## src/rtl/logic_axi4_stream_merge_pkg.sv

```systemverilog
// logic_axi4_stream_merge_pkg: shared state type and index-width helper for the stream merge
package logic_axi4_stream_merge_pkg;
  typedef enum logic [0:0] {IDLE = 1'b0, LOCKED = 1'b1} state_t;
  function automatic int idx_width(input int n);
    return (n > 1) ? $clog2(n) : 1;
  endfunction
endpackage

```

## src/rtl/logic_arbiter_round_robin.sv

```systemverilog
// logic_arbiter_round_robin: combinational first-set search starting at a rotating pointer
module logic_arbiter_round_robin
  import logic_axi4_stream_merge_pkg::*;
#(
  parameter int N = 4,
  parameter int W = idx_width(N)
) (
  input  logic [N-1:0] i_request,
  input  logic [W-1:0] i_ptr,
  output logic [W-1:0] o_index,
  output logic         o_valid
);
  logic [W-1:0] w_idx;
  // scan from farthest to nearest so the nearest request to ptr wins
  always_comb begin
    o_index = '0;
    o_valid = 1'b0;
    w_idx = '0;
    for (int k = N - 1; k >= 0; k--) begin
      w_idx = W'((int'(i_ptr) + k) % N);
      if (i_request[w_idx]) begin
        o_index = w_idx;
        o_valid = 1'b1;
      end
    end
  end
endmodule

```

## src/rtl/logic_axi4_stream_merge.sv

```systemverilog
// logic_axi4_stream_merge: packet-aware round-robin merge of several AXI4-Stream sources into one registered sink
module logic_axi4_stream_merge
  import logic_axi4_stream_merge_pkg::*;
#(
  parameter int INPUTS      = 4,
  parameter int TDATA_BYTES = 4,
  parameter int TDEST_WIDTH = 1,
  parameter int TUSER_WIDTH = 1,
  parameter int TID_WIDTH   = 1,
  parameter bit USE_TLAST   = 1,
  parameter bit USE_TKEEP   = 1,
  parameter bit USE_TSTRB   = 1
) (
  input  logic                                       aclk,
  input  logic                                       areset,
  input  logic [INPUTS-1:0]                          rx_tvalid,
  input  logic [INPUTS-1:0]                          rx_tlast,
  input  logic [INPUTS-1:0][TDATA_BYTES-1:0][7:0]    rx_tdata,
  input  logic [INPUTS-1:0][TDATA_BYTES-1:0]         rx_tstrb,
  input  logic [INPUTS-1:0][TDATA_BYTES-1:0]         rx_tkeep,
  input  logic [INPUTS-1:0][TDEST_WIDTH-1:0]         rx_tdest,
  input  logic [INPUTS-1:0][TUSER_WIDTH-1:0]         rx_tuser,
  input  logic [INPUTS-1:0][TID_WIDTH-1:0]           rx_tid,
  output logic [INPUTS-1:0]                          rx_tready,
  output logic                                       tx_tvalid,
  output logic                                       tx_tlast,
  output logic [TDATA_BYTES-1:0][7:0]                tx_tdata,
  output logic [TDATA_BYTES-1:0]                     tx_tstrb,
  output logic [TDATA_BYTES-1:0]                     tx_tkeep,
  output logic [TDEST_WIDTH-1:0]                     tx_tdest,
  output logic [TUSER_WIDTH-1:0]                     tx_tuser,
  output logic [TID_WIDTH-1:0]                       tx_tid,
  input  logic                                       tx_tready
);
  localparam int W = idx_width(INPUTS);
  state_t                      r_state;
  logic [W-1:0]                r_grant, r_ptr;
  logic                        r_tvalid, r_tlast;
  logic [TDATA_BYTES-1:0][7:0] r_tdata;
  logic [TDATA_BYTES-1:0]      r_tstrb, r_tkeep;
  logic [TDEST_WIDTH-1:0]      r_tdest;
  logic [TUSER_WIDTH-1:0]      r_tuser;
  logic [TID_WIDTH-1:0]        r_tid;
  logic [W-1:0]                w_sel, w_arb_idx, w_next_ptr;
  logic                        w_arb_valid, w_free, w_xfer, w_last;
  logic_arbiter_round_robin #(.N(INPUTS), .W(W)) u_arb (
    .i_request(rx_tvalid),
    .i_ptr    (r_ptr),
    .o_index  (w_arb_idx),
    .o_valid  (w_arb_valid)
  );
  assign w_free     = !r_tvalid || tx_tready;
  assign w_sel      = (r_state == LOCKED) ? r_grant : w_arb_idx;
  assign w_xfer     = rx_tvalid[w_sel] && rx_tready[w_sel];
  assign w_last     = !USE_TLAST || rx_tlast[w_sel];
  assign w_next_ptr = (int'(w_sel) == INPUTS - 1) ? '0 : w_sel + W'(1);
  // in IDLE with nothing requesting, no source is offered ready
  always_comb begin
    rx_tready = '0;
    for (int g = 0; g < INPUTS; g++)
      rx_tready[g] = w_free && !areset && (r_state == LOCKED || w_arb_valid) && (w_sel == W'(g));
  end
  always_ff @(posedge aclk) begin
    if (areset) begin
      r_state  <= IDLE;
      r_grant  <= '0;
      r_ptr    <= '0;
      r_tvalid <= 1'b0;
      r_tlast  <= 1'b0;
      r_tdata  <= '0;
      r_tstrb  <= '0;
      r_tkeep  <= '0;
      r_tdest  <= '0;
      r_tuser  <= '0;
      r_tid    <= '0;
    end else begin
      if (w_free) r_tvalid <= w_xfer;
      if (w_xfer) begin
        r_tlast <= w_last;
        r_tdata <= rx_tdata[w_sel];
        r_tstrb <= rx_tstrb[w_sel];
        r_tkeep <= rx_tkeep[w_sel];
        r_tdest <= rx_tdest[w_sel];
        r_tuser <= rx_tuser[w_sel];
        r_tid   <= rx_tid[w_sel];
        r_state <= w_last ? IDLE : LOCKED;
        r_grant <= w_sel;
        if (w_last) r_ptr <= w_next_ptr;
      end
    end
  end
  assign tx_tvalid = r_tvalid;
  assign tx_tlast  = USE_TLAST ? r_tlast : 1'b1;
  assign tx_tdata  = r_tdata;
  assign tx_tstrb  = USE_TSTRB ? r_tstrb : '1;
  assign tx_tkeep  = USE_TKEEP ? r_tkeep : '1;
  assign tx_tdest  = r_tdest;
  assign tx_tuser  = r_tuser;
  assign tx_tid    = r_tid;
endmodule

```

## config.mk

```make
export PLATFORM = sky130hd
export DESIGN_NAME = logic_axi4_stream_merge
export DESIGN_NICKNAME = d
export VERILOG_FILES = /design/src/rtl/logic_axi4_stream_merge_pkg.sv /design/src/rtl/logic_arbiter_round_robin.sv /design/src/rtl/logic_axi4_stream_merge.sv
export SDC_FILE = /design/constraint.sdc
export NUM_CORES = 1
export LEC_CHECK = 0
export ABC_AREA = 1
export CAP_MARGIN = 10
export CORE_MARGIN = 5
export CORE_UTILIZATION = 40
export CTS_BUF_LIST = sky130_fd_sc_hd__clkbuf_2
export CTS_CLUSTER_SIZE = 28
export DETAILED_ROUTE_END_ITERATION = 8
export GPL_TIMING_DRIVEN = 0
export PLACE_DENSITY_LB_ADDON = 0.15
export SLEW_MARGIN = 0
export SYNTH_ARGS = -nofsm -noshare
export SYNTH_HDL_FRONTEND = slang
export SYNTH_SLANG_ARGS = --single-unit
export TNS_END_PERCENT = 20
```

## constraint.sdc

```tcl
create_clock -name aclk -period 3.1 [get_ports aclk]
set_input_delay 0.62 -clock aclk [delete_from_list [all_inputs] [get_ports aclk]]
set_output_delay 0.62 -clock aclk [all_outputs]
set_load 0.02 [all_outputs]
```

# After elaboration in Yosys (flattened, before gate mapping)
# Index checks and enable logic that the tools add are counted.
# totals
register_bits	50
elab_cells	77
# classes
eq_ne	4
muxes	37
n_reduce_logical	13
addsub	4
n_lt_le_gt_ge	5
# ops
op	count
binary-select mux 32 bit (select 2 bit)	1
2-to-1 mux 32 bit	1
binary-select mux 1 bit (select 2 bit)	10
binary-select mux 4 bit (select 2 bit)	2
< comparator 2 x 3 -> 1 bit, second input constant	5
2-to-1 mux 1 bit	15
2-to-1 mux 2 bit	6
2-to-1 mux 4 bit	2
logical AND 1 bit	7
adder 2 x 1 -> 2 bit, second input constant	2
adder 2 bit, second input constant	2
== test 2 x 1 -> 1 bit, second input constant	2
== test 2 bit, second input constant	2
logical NOT 1 bit	2
logical NOT 2 bit	1
logical OR 1 bit	2
AND reduction 2 bit	1

# Longest topological paths before layout
# depth
depth_word	14
depth_mapped	19
mapped_depth_nobuf	17

# Hierarchy
# Synthesis repeated with hierarchy kept, for this count alone.
# hier_totals
cells_unflattened	730
area_unflattened_um2	4103.9
# by_module_without_submodules
mod	seq_area_each_um2	instances	area_per_inst_um2	cells_each
logic_axi4_stream_merge	1001.0	1	3888.7	686
logic_arbiter_round_robin	0.0	1	215.2	44

# Worst setup path after synthesis
# OpenSTA, ideal clock, no wires.
# synth_path
kind	input port to output port
startpoint	input rx_tvalid[1]
endpoint	output rx_tready[2]
path_slack_ns	0.441
arrival_ns	2.039
t_required_ns	2.480
stages	14
path_cell_list	inv_1 nand2_1 nand3_2 nand2_1 nand3_1 nand2_1 nand2_1 nand3_4 nand2_8 inv_2 nor2_4 buf_2 inv_1 nor2_1
# synth_via
elab_chain_len	9
word_cells_on_any_way	21
cone_classes	1 x eq/ne; 17 x mux; 3 x reduce/logical
# synth_rtl
item	line	rtl
start: declaration	logic_axi4_stream_merge.sv:16	input logic [INPUTS-1:0] rx_tvalid,
binary-select mux 1 bit (select 2 bit)	logic_arbiter_round_robin.sv:21	if (i_request[w_idx]) begin
2-to-1 mux 1 bit (not written as such)	logic_arbiter_round_robin.sv:21	
2-to-1 mux 2 bit or 2-to-1 mux 1 bit (tied branches) (4 in series)	logic_arbiter_round_robin.sv:21	
2-to-1 mux 2 bit or logical OR 1 bit (tied branches)	logic_axi4_stream_merge.sv:53, logic_axi4_stream_merge.sv:61	
== test 2 bit or logical AND 1 bit (tied branches)	logic_axi4_stream_merge.sv:61	rx_tready[g] = w_free && !areset && (r_state == LOCKED || w_arb_valid) && (w_sel == W'(g));
logical AND 1 bit (*)	logic_axi4_stream_merge.sv:61	
end: declaration	logic_axi4_stream_merge.sv:24	output logic [INPUTS-1:0] rx_tready,
# Every way passes the cells marked *; elsewhere a longest branch is shown, timed or not. The select of a mux whose other input is x is not followed.

# Final worst setup path
# layout_path
startpoint	input rx_tvalid[3]
endpoint	output rx_tready[2]
# The elaborated chain is that of the path after synthesis.

==> impl_metrics.toml <==
[outcome]
outcome = "completed"

[floorplan]
start_util_pct = 41.34
core_area_um2 = 8299
num_rows = 33
dieHeight_um = 102.6
num_io_pins = 232
die_area_um2 = 10530
chipWidth_um = 102.6

[worst_setup_path]
r2r_slack_ns = 0.67
r2r_start = "r_ptr[0]$_SDFFE_PP0P_"
arrival_ns = 2.31
critPathMaxFanout = 7
reg2reg_depth = 18
worstPathRequired_ns = 2.48
crit_type = "input port to primary output"
r2r_end = "tx_tdata[30]$_SDFFE_PP0P_"
cp-end-kind = "primary output"
startpoint_type = "input port"

[clock_tree]
clock_sinks = 50
clkLatencyLatePin_ns = 0.41
clk_pin_slew_ns = 0.25
cts_hold_buf = 0
cts_root_buf = "clkbuf_2"
cts_tree = "yes"
h-tree-depth = 2
numCtsBuffers = 5
cts_buffer_depth = 2

[layout]
finalCoreUtilization_pct = 73.04
stdcell_count = 910
drive_above_1_share_pct = 11.18
syn_to_final_growth_pct = 76.70
diodes = 0
nFillCells = 662
nets = 987

[global_route]
overflow = 0
grt_pass1_wl_um = 21790
grt_max_degree = 16
track_usage_pct = 25.84
antenna_found_initial = 0
grt_pass1_vias = 4613

[placement]
routabilityCongestion = 0.9042
dp.final_hpwl_um = 11540
dpl.cell_count = 890
port_buffers = 231

[worst_hold_path]
whs_endpoint = "tx_tlast$_SDFFE_PP0P_"
whs_path_depth = 2
holdCritStartpoint = "tx_tlast$_SDFFE_PP0P_"
hold_class = "register to register"

[sta]
fin_skew_ns = 0.009382
setup-tns-final_ns = 0
whs_ns = 0.4846
final.min_clock_period_ns = 2.934
relSlewSlack_pct = 72.17
tightest_slew_ns = 0.4174
drv_slew = 0
fmaxAchievable_mhz = 340.8
period_share_pct = 94.64
setup_violations = 0
final_hold_viol_count = 0

[route]
drt_iter0_markers = 189
post_drt_wl_per_cell_um = 16.00
route.detailed.drc = 0
drt_pass1_iterations = 6
vias = 4703
via_per_inst = 5.168
ant_nets = 0
wl_um = 14560

[yosys]
synth_commonest_cells = "145 x nor2_1, 127 x nand2_1, 58 x o21ai_0"
synth_area_um2 = 3431
yosysTopAreaCell = "dfxtp_1"
syn_nets = 737
synthArstFlopShare_pct = 0
synth.most_common_cell = "nor2_1"
synth_top_area_share_pct = 29.18
ys_seq_area_share_pct = 29.18
syn_avg_cell_area_um2 = 6.193
synth_ff_type = "dfxtp_1"
ys_warn_count = 0
synth_edf_count = 0
synth_cells = 554
ys_types = 30
synth_seq_cells = 50
synth_area_leaders = "dfxtp_1 29%, nor2_1 16%, nand2_1 14%, o211ai_1 9.4%, o21ai_0 8.5%"

[power]
pwr_density_cell_nw_per_um2 = 1073
seq_power_share_pct = 16.5
p_clk_share_pct = 5.4
irDropWorstVdd_v = 0.0004795
p_sw_mw = 3.289
p_leak_nw = 2.456
fin_total_pwr_mw = 6.502
comb_power_share_pct = 78.1
p_int_mw = 3.213
swShare_pct = 50.59

[run]
cap_violations = 0
==> how the worst max path moves through the flow <==
stage,startpoint,end,depth (start not counted)
floorplan,rx_tvalid[1],rx_tready[2],14
global placement,rx_tvalid[3],rx_tready[2],15
detailed placement,rx_tvalid[3],rx_tready[2],15
CTS,rx_tvalid[0],rx_tready[0],14
global route,r_ptr[0]$_SDFFE_PP0P_,rx_tready[2],16
finish,rx_tvalid[3],rx_tready[2],15
==> through the flow <==
step	setup slack (ns)	cell area [um2]
5_1_grt	-0.004814	6062
6_report	0.1661	6062
3_5_place_dp	-0.8530	5874
2_1_floorplan	0.4411	3431
4_1_cts	-0.1305	5951
3_3_place_gp	-0.8026	5874
==> cell usage in the layout (no fill, tap or decap), types with 2 or more instances in the layout <==
master / synthesis / final
clkbuf_2: 2 / 10
o21ai_1: 30 / 30
a21oi_1: 2 / 2
o211ai_1: 43 / 43
buf_4: 8 / 22
o21ai_0: 58 / 58
dlygate4sd2_1: 0 / 2
nand2_1: 127 / 124
buf_2: 15 / 14
nand2_2: 9 / 11
dlymetal6s2s_1: 0 / 3
dfxtp_1: 50 / 50
inv_1: 15 / 13
clkbuf_1: 5 / 4
nand2_4: 1 / 2
nor2_1: 145 / 145
nand3_2: 3 / 6
clkdlybuf4s50_1: 0 / 223
nand3_1: 17 / 14
buf_6: 8 / 9
inv_2: 4 / 6
==> repair_timing <==
item / in CTS / in global routing
endpoints found under the setup margin: 4 / 4
endpoints found under the hold margin: 0 / 0
pin swaps: 1 / 3
gates resized for setup: 17 / 13
buffers inserted: 1 / 12
==> critical path, cell delays in order <==
cell           delay, ns
dlygate4sd2_1       0.29
inv_1               0.06
nand2_1             0.12
nand3_1             0.13
nand2_1             0.10
nand3_2             0.09
nand3_2             0.09
nand3_4             0.11
nand2_8             0.12
inv_2               0.06
nor2_4              0.11
buf_6               0.14
inv_1               0.04
nor2_1              0.09
buf_4               0.15
==> final cells by class <==
| type | count | area (um2) | share of cell area [%] |
|---|---|---|---|
| clock inverters | 2 | 37.54 | 0.6192 |
| inverters | 21 | 86.33 | 1.424 |
| plain buffers | 38 | 257.7 | 4.252 |
| multi-input cells | 444 | 2113 | 34.86 |
| clock buffers | 6 | 30.03 | 0.4954 |
| flip-flops and latches | 50 | 1001 | 16.51 |
| repair buffers | 244 | 2405 | 39.67 |
| well taps | 105 | 131.4 | 2.167 |
==> state kept, by name, indices dropped and copies added, names as in the netlist, 2 cells and up <==
| signal | cells |
|---|---|
| tx_tstrb | 4 |
| tx_tdata | 32 |
| r_ptr | 2 |
| tx_tkeep | 4 |
| r_grant | 2 |
==> power groups by stage <==
stage          Sequential (mW)  Clock (mW)  Combinational [mW]
2_1_floorplan             1.37           0                2.96
3_3_place_gp              1.07           0                4.77
3_5_place_dp              1.08           0                4.86
4_1_cts                   1.07       0.360                4.90
5_1_grt                   1.10       0.380                5.61
6_report                  1.07       0.351                5.08
==> kinds of logic after synthesis <==
logic type / Yosys count / synth area share (%)
DFF: 50 / 29.18
buffers and inverters: 60 / 10.03
AOI/OAI and AO/OA: 134 / 22.72
and+or+nand+nor: 310 / 38.07
==> layer usage <==
metal	track usage (%)	routed length, um
met1	28.60	5385
met2	46.77	7160
met3	8.593	1630
met4	7.669	380
met5	0	0
Power figures use the tool's default switching activity.
